## config.mk

```make
export PLATFORM = sky130hd
export DESIGN_NAME = rv32i_decoder
export DESIGN_NICKNAME = d
export VERILOG_FILES = /design/src/rtl/rv32i_decoder.sv
export SDC_FILE = /design/constraint.sdc
export NUM_CORES = 1
export LEC_CHECK = 0
export BUFFER_PORTS_ARGS = -buffer_cell sky130_fd_sc_hd__buf_4
export CAP_MARGIN = 20
export CORE_AREA = 5 5 63 65
export DETAILED_ROUTE_END_ITERATION = 10
export DIE_AREA = 0 0 68 70
export PLACE_DENSITY = 0.77
export SETUP_SLACK_MARGIN = 0.05
export SLEW_MARGIN = 15
export SYNTH_ARGS = -nofsm -noshare
export SYNTH_HDL_FRONTEND = slang
export SYNTH_SLANG_ARGS = --single-unit
```

## constraint.sdc

```tcl
create_clock -name clk -period 3.59 [get_ports clk]
set_input_delay 1.077 -clock clk [delete_from_list [all_inputs] [get_ports clk]]
set_output_delay 1.077 -clock clk [all_outputs]
set_load 0.03 [all_outputs]
```

## src/rtl/rv32i_decoder.sv

```systemverilog
// ============================================================================
// Module   : rv32i_decoder
// Purpose  : RV32I instruction decoder: field slices, sign-extended immediate,
//            format class, illegal-encoding detect and a sticky error flag.
//            Define DECODER_REG_OUT_EN to register all decode outputs.
// Revision : 1.0 - initial release
// ============================================================================
`default_nettype none

module rv32i_decoder (
    input  logic        clk,
    input  logic        rst_n,
    input  logic [31:0] instruction,
    input  logic        in_valid,
    output logic [6:0]  opcode,
    output logic [4:0]  rd,
    output logic [2:0]  funct3,
    output logic [4:0]  rs1,
    output logic [4:0]  rs2,
    output logic [6:0]  funct7,
    output logic [31:0] imm,
    output logic [1:0]  imm_type,
    output logic [2:0]  fmt,
    output logic        illegal,
    output logic        illegal_sticky
);

    localparam logic [6:0] c_OPC_OP      = 7'b0110011;
    localparam logic [6:0] c_OPC_OP_IMM  = 7'b0010011;
    localparam logic [6:0] c_OPC_LOAD    = 7'b0000011;
    localparam logic [6:0] c_OPC_JALR    = 7'b1100111;
    localparam logic [6:0] c_OPC_MISC    = 7'b0001111;
    localparam logic [6:0] c_OPC_SYSTEM  = 7'b1110011;
    localparam logic [6:0] c_OPC_STORE   = 7'b0100011;
    localparam logic [6:0] c_OPC_BRANCH  = 7'b1100011;
    localparam logic [6:0] c_OPC_LUI     = 7'b0110111;
    localparam logic [6:0] c_OPC_AUIPC   = 7'b0010111;
    localparam logic [6:0] c_OPC_JAL     = 7'b1101111;

    localparam logic [2:0] c_FMT_R   = 3'd0;
    localparam logic [2:0] c_FMT_I   = 3'd1;
    localparam logic [2:0] c_FMT_S   = 3'd2;
    localparam logic [2:0] c_FMT_B   = 3'd3;
    localparam logic [2:0] c_FMT_U   = 3'd4;
    localparam logic [2:0] c_FMT_J   = 3'd5;
    localparam logic [2:0] c_FMT_ILL = 3'd7;

    localparam logic [6:0] c_F7_ZERO = 7'b0000000;
    localparam logic [6:0] c_F7_ALT  = 7'b0100000;

    logic [6:0]  w_opcode;
    logic [4:0]  w_rd;
    logic [2:0]  w_funct3;
    logic [4:0]  w_rs1;
    logic [4:0]  w_rs2;
    logic [6:0]  w_funct7;
    logic [31:0] w_imm;
    logic [1:0]  w_imm_type;
    logic [2:0]  w_fmt;
    logic        w_illegal;
    logic        w_sticky_set;
    logic        r_illegal_sticky;

    assign w_opcode = instruction[6:0];
    assign w_rd     = instruction[11:7];
    assign w_funct3 = instruction[14:12];
    assign w_rs1    = instruction[19:15];
    assign w_rs2    = instruction[24:20];
    assign w_funct7 = instruction[31:25];

    always_comb begin
        w_fmt      = c_FMT_ILL;
        w_imm      = 32'd0;
        w_imm_type = 2'b00;
        w_illegal  = 1'b0;
        case (w_opcode)
            c_OPC_OP: begin
                w_fmt     = c_FMT_R;
                w_illegal = ((w_funct7 != c_F7_ZERO) && (w_funct7 != c_F7_ALT)) ||
                            ((w_funct7 == c_F7_ALT) && (w_funct3 != 3'b000) && (w_funct3 != 3'b101));
            end
            c_OPC_OP_IMM, c_OPC_LOAD, c_OPC_JALR, c_OPC_MISC, c_OPC_SYSTEM: begin
                w_fmt = c_FMT_I;
                w_imm = {{20{instruction[31]}}, instruction[31:20]};
                if (w_opcode == c_OPC_OP_IMM)
                    w_illegal = ((w_funct3 == 3'b001) && (w_funct7 != c_F7_ZERO)) ||
                                ((w_funct3 == 3'b101) && (w_funct7 != c_F7_ZERO) && (w_funct7 != c_F7_ALT));
                else if (w_opcode == c_OPC_LOAD)
                    w_illegal = (w_funct3 == 3'b011) || (w_funct3 == 3'b110) || (w_funct3 == 3'b111);
                else if (w_opcode == c_OPC_JALR)
                    w_illegal = (w_funct3 != 3'b000);
            end
            c_OPC_STORE: begin
                w_fmt      = c_FMT_S;
                w_imm_type = 2'b01;
                w_imm      = {{20{instruction[31]}}, instruction[31:25], instruction[11:7]};
                w_illegal  = (w_funct3 >= 3'b011);
            end
            c_OPC_BRANCH: begin
                w_fmt      = c_FMT_B;
                w_imm_type = 2'b10;
                w_imm      = {{19{instruction[31]}}, instruction[31], instruction[7],
                              instruction[30:25], instruction[11:8], 1'b0};
                w_illegal  = (w_funct3 == 3'b010) || (w_funct3 == 3'b011);
            end
            c_OPC_LUI, c_OPC_AUIPC: begin
                w_fmt      = c_FMT_U;
                w_imm_type = 2'b11;
                w_imm      = {instruction[31:12], 12'd0};
            end
            c_OPC_JAL: begin
                w_fmt      = c_FMT_J;
                w_imm_type = 2'b11;
                w_imm      = {{11{instruction[31]}}, instruction[31], instruction[19:12],
                              instruction[20], instruction[30:21], 1'b0};
            end
            default: w_illegal = 1'b1;
        endcase
        // Illegal encodings never leak a partial immediate or format downstream
        if (w_illegal) begin
            w_fmt      = c_FMT_ILL;
            w_imm      = 32'd0;
            w_imm_type = 2'b00;
        end
    end

`ifdef DECODER_REG_OUT_EN
    logic [6:0]  r_opcode;
    logic [4:0]  r_rd;
    logic [2:0]  r_funct3;
    logic [4:0]  r_rs1;
    logic [4:0]  r_rs2;
    logic [6:0]  r_funct7;
    logic [31:0] r_imm;
    logic [1:0]  r_imm_type;
    logic [2:0]  r_fmt;
    logic        r_illegal;

    always_ff @(posedge clk or negedge rst_n) begin
        if (!rst_n) begin
            r_opcode   <= 7'd0;
            r_rd       <= 5'd0;
            r_funct3   <= 3'd0;
            r_rs1      <= 5'd0;
            r_rs2      <= 5'd0;
            r_funct7   <= 7'd0;
            r_imm      <= 32'd0;
            r_imm_type <= 2'd0;
            r_fmt      <= c_FMT_R;
            r_illegal  <= 1'b0;
        end else if (in_valid) begin
            r_opcode   <= w_opcode;
            r_rd       <= w_rd;
            r_funct3   <= w_funct3;
            r_rs1      <= w_rs1;
            r_rs2      <= w_rs2;
            r_funct7   <= w_funct7;
            r_imm      <= w_imm;
            r_imm_type <= w_imm_type;
            r_fmt      <= w_fmt;
            r_illegal  <= w_illegal && in_valid;
        end
    end

    assign opcode   = r_opcode;
    assign rd       = r_rd;
    assign funct3   = r_funct3;
    assign rs1      = r_rs1;
    assign rs2      = r_rs2;
    assign funct7   = r_funct7;
    assign imm      = r_imm;
    assign imm_type = r_imm_type;
    assign fmt      = r_fmt;
    assign illegal  = r_illegal;
    // Registered illegal was only captured on a valid instruction
    assign w_sticky_set = r_illegal;
`else
    assign opcode   = w_opcode;
    assign rd       = w_rd;
    assign funct3   = w_funct3;
    assign rs1      = w_rs1;
    assign rs2      = w_rs2;
    assign funct7   = w_funct7;
    assign imm      = w_imm;
    assign imm_type = w_imm_type;
    assign fmt      = w_fmt;
    assign illegal  = w_illegal;
    assign w_sticky_set = in_valid && w_illegal;
`endif

    always_ff @(posedge clk or negedge rst_n) begin
        if (!rst_n)
            r_illegal_sticky <= 1'b0;
        else if (w_sticky_set)
            r_illegal_sticky <= 1'b1;
    end

    assign illegal_sticky = r_illegal_sticky;

endmodule

`default_nettype wire

```

### Word level (Yosys, flattened, before mapping)

Cells that the tools add are included.

* register bits: 1
* logic and storage cells: 49
* output and inout bits: 71

* reduce and logical (&&, ||, !) cells: 17
* mux-type cells: 10
* equal/unequal tests: 20
* magnitude comparators: 1

Operators by type and width (count)
* $pmux W32 S5: 1
* $mux W32: 1
* $eq A7 B6 Y1 const B: 4
* $eq A7 B7 Y1 const B: 4
* $pmux W3 S6: 1
* $eq A7 B5 Y1 const B: 2
* $eq A3 B3 Y1 const B: 3
* $eq A7 B2 Y1 const B: 1
* $eq A7 B4 Y1 const B: 1
* $logic_and A1 B1 Y1: 7
* $ne A7 B6 Y1 const B: 1
* $reduce_bool A7 Y1: 1
* $eq A3 B2 Y1 const B: 2
* $pmux W2 S3: 1
* $logic_or A1 B1 Y1: 5
* $pmux W1 S5: 1
* $reduce_or A5 Y1: 1
* $eq A3 B1 Y1 const B: 1
* $ge A3 B2 Y1 const B: 1
* $mux W1: 3
* $mux W3: 1
* $ne A3 B3 Y1 const B: 1
* $reduce_bool A3 Y1: 1
* $reduce_or A3 Y1: 1
* other kinds (2): 2

### Depth between registers and ports, before layout

* depth in word-level cells: 7
* mapped depth: 7

### Least setup slack after synthesis

Ideal clock, no wire load.

* path type: input port to output port
* start: in instruction[4]
* end: out imm[30]
* stages on the path: 7
* setup slack: -286 ps
* arrival time: 2799 ps
* required time: 2513 ps
* path through: buf_2 > nand2b_1 > a211o_1 > a21o_2 > or2_1 > buf_6 > a21oi_1

* word-level cells in the longest chain between the ends: 6
* elaborated cells on any way between the ends: 20
* classes of those cells: 11 x eq/ne; 6 x mux; 3 x reduce/logical

Ends and longest elaborated chain
* start: declaration: RTL line 13 `input logic [31:0] instruction,`
* $eq A7 B7 Y1: RTL line 76, 90
* $mux W1: RTL line 90 `else if (w_opcode == c_OPC_JALR)`
* $mux W1: RTL line 88 `else if (w_opcode == c_OPC_LOAD)`
* $mux W1: RTL line 85 `if (w_opcode == c_OPC_OP_IMM)`
* $pmux W1 S5: RTL line 76 `case (w_opcode)`
* $mux W32 *: RTL line 120 `if (w_illegal) begin`
* end: declaration: RTL line 21 `output logic [31:0] imm,`

Every way passes the cells marked *; elsewhere a longest branch is shown, timed or not.

### Worst setup path after layout

* start: in instruction[5]
* end: out imm[3]

The elaborated chain is that of the path after synthesis.

==> reports/qor.txt <==
OUTCOME
----------------------------------------------------------------------------------
Outcome ............................................................. finished, violations left
Violations in the final reports ..................................... negative setup slack

TIMING
----------------------------------------------------------------------------------
Max-Slew Margin vs Limit ............................................        71.9%
Final setup violation count .........................................           38
Period utilisation layout ...........................................         106%
Skew final ..........................................................         0 ns
Setup TNS ...........................................................     -6.74 ns
Final number of hold-violating endpoints ............................            0
Fmax achieved .......................................................      262 MHz
Final period demand of the worst path ...............................      3.82 ns
Setup repair after global routing missed its margin .................          yes
Max-slew violations .................................................            0
Setup slack after layout ............................................    -0.225 ns
Slew of the pin with the lowest slew margin .........................     0.418 ns

LAYOUT
----------------------------------------------------------------------------------
Ant diodes ..........................................................            0
Layout overhead on the synthesized area .............................         142%
Count of non-filler cells in the finished layout ....................          347
Final nets ..........................................................          338
Area of combinational cells with multiple inputs ....................  0.00124 mm2
Post-route core utilization .........................................        86.8%
Fillers .............................................................          151
Ratio of cells with drive above 1 in the final layout ...............        75.4%
Area used by sequential logic in the layout .........................     25.0 um2
Number of flip-flops under the largest register name ................            1

PWR
----------------------------------------------------------------------------------
Clock power frac ....................................................           0%
Power dissipated by switching net loads .............................   0.000156 W
Worst ir drop on vdd ................................................    0.0821 mV
Pwr Density .........................................................   103 mW/mm2
Sequential share of power ...........................................         3.9%
Reported leakage power ..............................................      1.20 nW
Switching share of power ............................................        53.1%
Part of the total power dissipated in combinational logic ...........        96.1%
Internal portion of total power .....................................   0.000137 W

MIN PATH
----------------------------------------------------------------------------------
Worst Min Path Start ................................................ illegal_sticky
Worst hold path depth ...............................................            1
Hold crit path type ................................................. flip-flop to flip-flop
End point of the most critical hold path ............................ illegal_sticky

GLOBAL ROUTING
----------------------------------------------------------------------------------
Vias in the first global route ......................................         1927
Overall fraction of global-route tracks in use ......................        25.2%
Maximum number of pins on one net before global-route repair ........           17
Antenna violations before repair ....................................            0
Global-route wire length before repair ..............................      9520 um
GR Overflow Total ...................................................            0

SYNTHESIS
----------------------------------------------------------------------------------
Synthesized instance count ..........................................          182
Main flop type after synthesis ...................................... sky130_fd_sc_hd__dfrtp_1
Register bit count reported by yosys ................................            1
Async set-reset flop share out of synthesis .........................         100%
Mean cell area of the mapped netlist ................................     6.47 um2
Yosys warnings ......................................................            0
Combinational family with the most area after synthesis ............. simple AND/OR/NAND/NOR gates
Sequential element share of the synthesized area ....................        2.13%
Mapped Area .........................................................  0.00118 mm2
Portion of netlist area occupied by mux cells .......................       0.956%
Fraction of the mapped netlist area in compound gates ...............        30.9%
Number of enable-type register cells in the synthesized netlist .....            0
Xor-xnor portion of the synthesized cell area .......................        1.49%
Number of different library cells in the post-synthesis netlist .....           46
Post-synthesis adder-cell area fraction .............................           0%
Synthesized-area fraction occupied by and/or/nand/nor cells .........        35.2%
Mapped Nets .........................................................          217

SETUP PATH
----------------------------------------------------------------------------------
Cell occurring most often along the worst timing path ............... sky130_fd_sc_hd__nor2_4
Nature of the critical path endpoint ................................  output port
Worst setup path category ........................................... input port to output port
Crit path buf inv count .............................................            5
Cell breakdown of the critical path ................................. buf_12 -> buf_16 -> nor2_4 -> o2111ai_2 -> a2111o_1 -> buf_4 -> nand4_4 -> clkbuf_16 -> nor2_4 -> buf_6
CP Data Arrival Time ................................................      2.74 ns
Critical path fanouts, max ..........................................            8
Required time at the worst-slack endpoint ...........................      2.51 ns
Slowest stage cell, crit path ....................................... sky130_fd_sc_hd__a2111o_1
Number of cell instances on the worst register-to-register path .....            1
Top Family by Delay on Critical Path ................................ buffers and inverters
Worst path depth ....................................................           10
Nature of the critical path startpoint ..............................   input port
Launching point of the worst reg2reg path ........................... illegal_sticky
Reg-to-Reg End ...................................................... illegal_sticky
Crit path largest cell delay ........................................      0.42 ns
Setup slack of the most critical reg-to-reg path ....................      2.95 ns

ROUTE
----------------------------------------------------------------------------------
DRC viols ...........................................................            0
1st-iter DRT viols ..................................................          180
Remaining number of nets flagged by the antenna check after routing .            0
Final WL ............................................................      7420 um
DR pass1 iterations .................................................            4
Average wire per cell in the routed design ..........................      21.4 um
Vias per cell .......................................................         5.64
Number of vias after detailed routing ...............................         1958

PLACEMENT
----------------------------------------------------------------------------------
Setup slack at placement ............................................    -0.220 ns
Half-perimeter wire length of the detailed placement result .........      4360 um
Last weighted congestion value of the routability-driven placer .....        0.958
Port bufs ...........................................................          105
Number of placed instances, taps included ...........................          330

DIE
----------------------------------------------------------------------------------
Initial core utilization ............................................        35.8%
Y dimension of the die ..............................................        70 um
Die Footprint .......................................................  0.00476 mm2
Placeable core region ...............................................  0.00328 mm2
Horizontal die dimension ............................................        68 um
Ports placed on the boundary ........................................          106
Rows ................................................................           21

CTS
----------------------------------------------------------------------------------
Worst skew pair latency .............................................         0 ns
Clock slew at reported path FFs .....................................         0 ns
CTS Hold Bufs .......................................................            0

RUN
----------------------------------------------------------------------------------
Max-cap violations ..................................................            0

[cells in the mapped netlist (all sizes together), types with 2 or more instances]
library cell / instances / share of area, %
a211o: 2 / 1.5
and3b: 4 / 3.0
o2111ai: 2 / 1.5
nor2: 17 / 5.4
nor2b: 2 / 1.1
clkbuf: 2 / 0.64
inv: 11 / 3.5
a21oi: 25 / 13
o21ai: 6 / 2.5
xor2: 2 / 1.5
a22oi: 5 / 3.2
nand3: 2 / 0.85
nor4: 2 / 1.1
nand2b: 4 / 2.1
nand2: 22 / 7.0
nand4: 2 / 1.6
or2: 2 / 1.1
buf: 41 / 25
nor3: 8 / 6.4
a21o: 2 / 1.4
[power groups by stage]
stage	clock (W)	combinational, W	sequential, W
3_5_place_dp	0	0.000226	0.0000115
2_1_floorplan	0	0.000142	0.0000115
5_1_grt	0	0.000293	0.0000115
4_1_cts	0	0.000250	0.0000115
6_report	0	0.000281	0.0000115
3_3_place_gp	0	0.000223	0.0000115
[logic make-up (layout without fill, tap and decap cells)]
logic type             after synthesis  count (layout)
buffers and inverters               54             172
AO/OA/AOI/OAI                       51              51
flip-flops                           1               1
multiplexers                         1               1
XOR/XNOR                             2               2
AND/OR/NAND/NOR                     73              74
[cell usage in the layout, fill, tap and decap left out, drive strengths merged, types with 2 or more instances in the layout]
cell type	count
nor4	2
a211o	2
or2	3
buf	160
nor2	17
a21o	2
nand2	22
nand2b	4
nor3	8
o2111ai	2
o21ai	6
nor2b	2
a21oi	25
xor2	2
a22oi	5
and3b	4
nand3	2
nand4	2
inv	11
[area by class of cell]
class	count	area share [%]
multi-input combinational	128	43.7
tap	46	2.02
sequential	1	0.878
timing repair buffer	161	52.0
inverter	11	1.45
[stage by stage]
stage / power [W] / cell area, um2 / hold slack, ns
6_report: 0.000293 / 2850 / 0.461
3_3_place_gp: 0.000235 / 2310 / 0.439
3_5_place_dp: 0.000238 / 2310 / 0.456
5_1_grt: 0.000304 / 2850 / 0.497
2_1_floorplan: 0.000154 / 1490 / 0.636
4_1_cts: 0.000262 / 2660 / 0.459
[metal layers]
| layer | routed length (um) | up-vias | global-route usage, % |
|---|---|---|---|
| li1 | - | 852 | - |
| met1 | 2360 | 919 | 26.5 |
| met2 | 3850 | 143 | 47.6 |
| met3 | 786 | 44 | 5.61 |
| met4 | 429 | 0 | 7.06 |
| met5 | 0 | - | 0 |
[worst max-delay path by stage]
stage | slack (ns) | startpoint | to
finish | -0.23 | instruction[5] | imm[3]
global route | -0.30 | instruction[29] | imm[26]
CTS | -0.16 | instruction[6] | fmt[0]
detailed placement | -0.22 | instruction[5] | imm[21]
global placement | -0.18 | instruction[6] | fmt[1]
floorplan | -0.08 | instruction[14] | imm[11]
[timing repair]
| item | CTS | global route |
|---|---|---|
| pin swaps | 12 | 5 |
| resized for setup | 69 | 22 |
| endpoints found under the hold margin | 0 | 0 |
| setup buffers | 5 | 8 |
| endpoints found under the setup margin | 38 | 38 |
| cloned | 3 | 1 |
No activity file was read; power rests on OpenSTA's default activity.
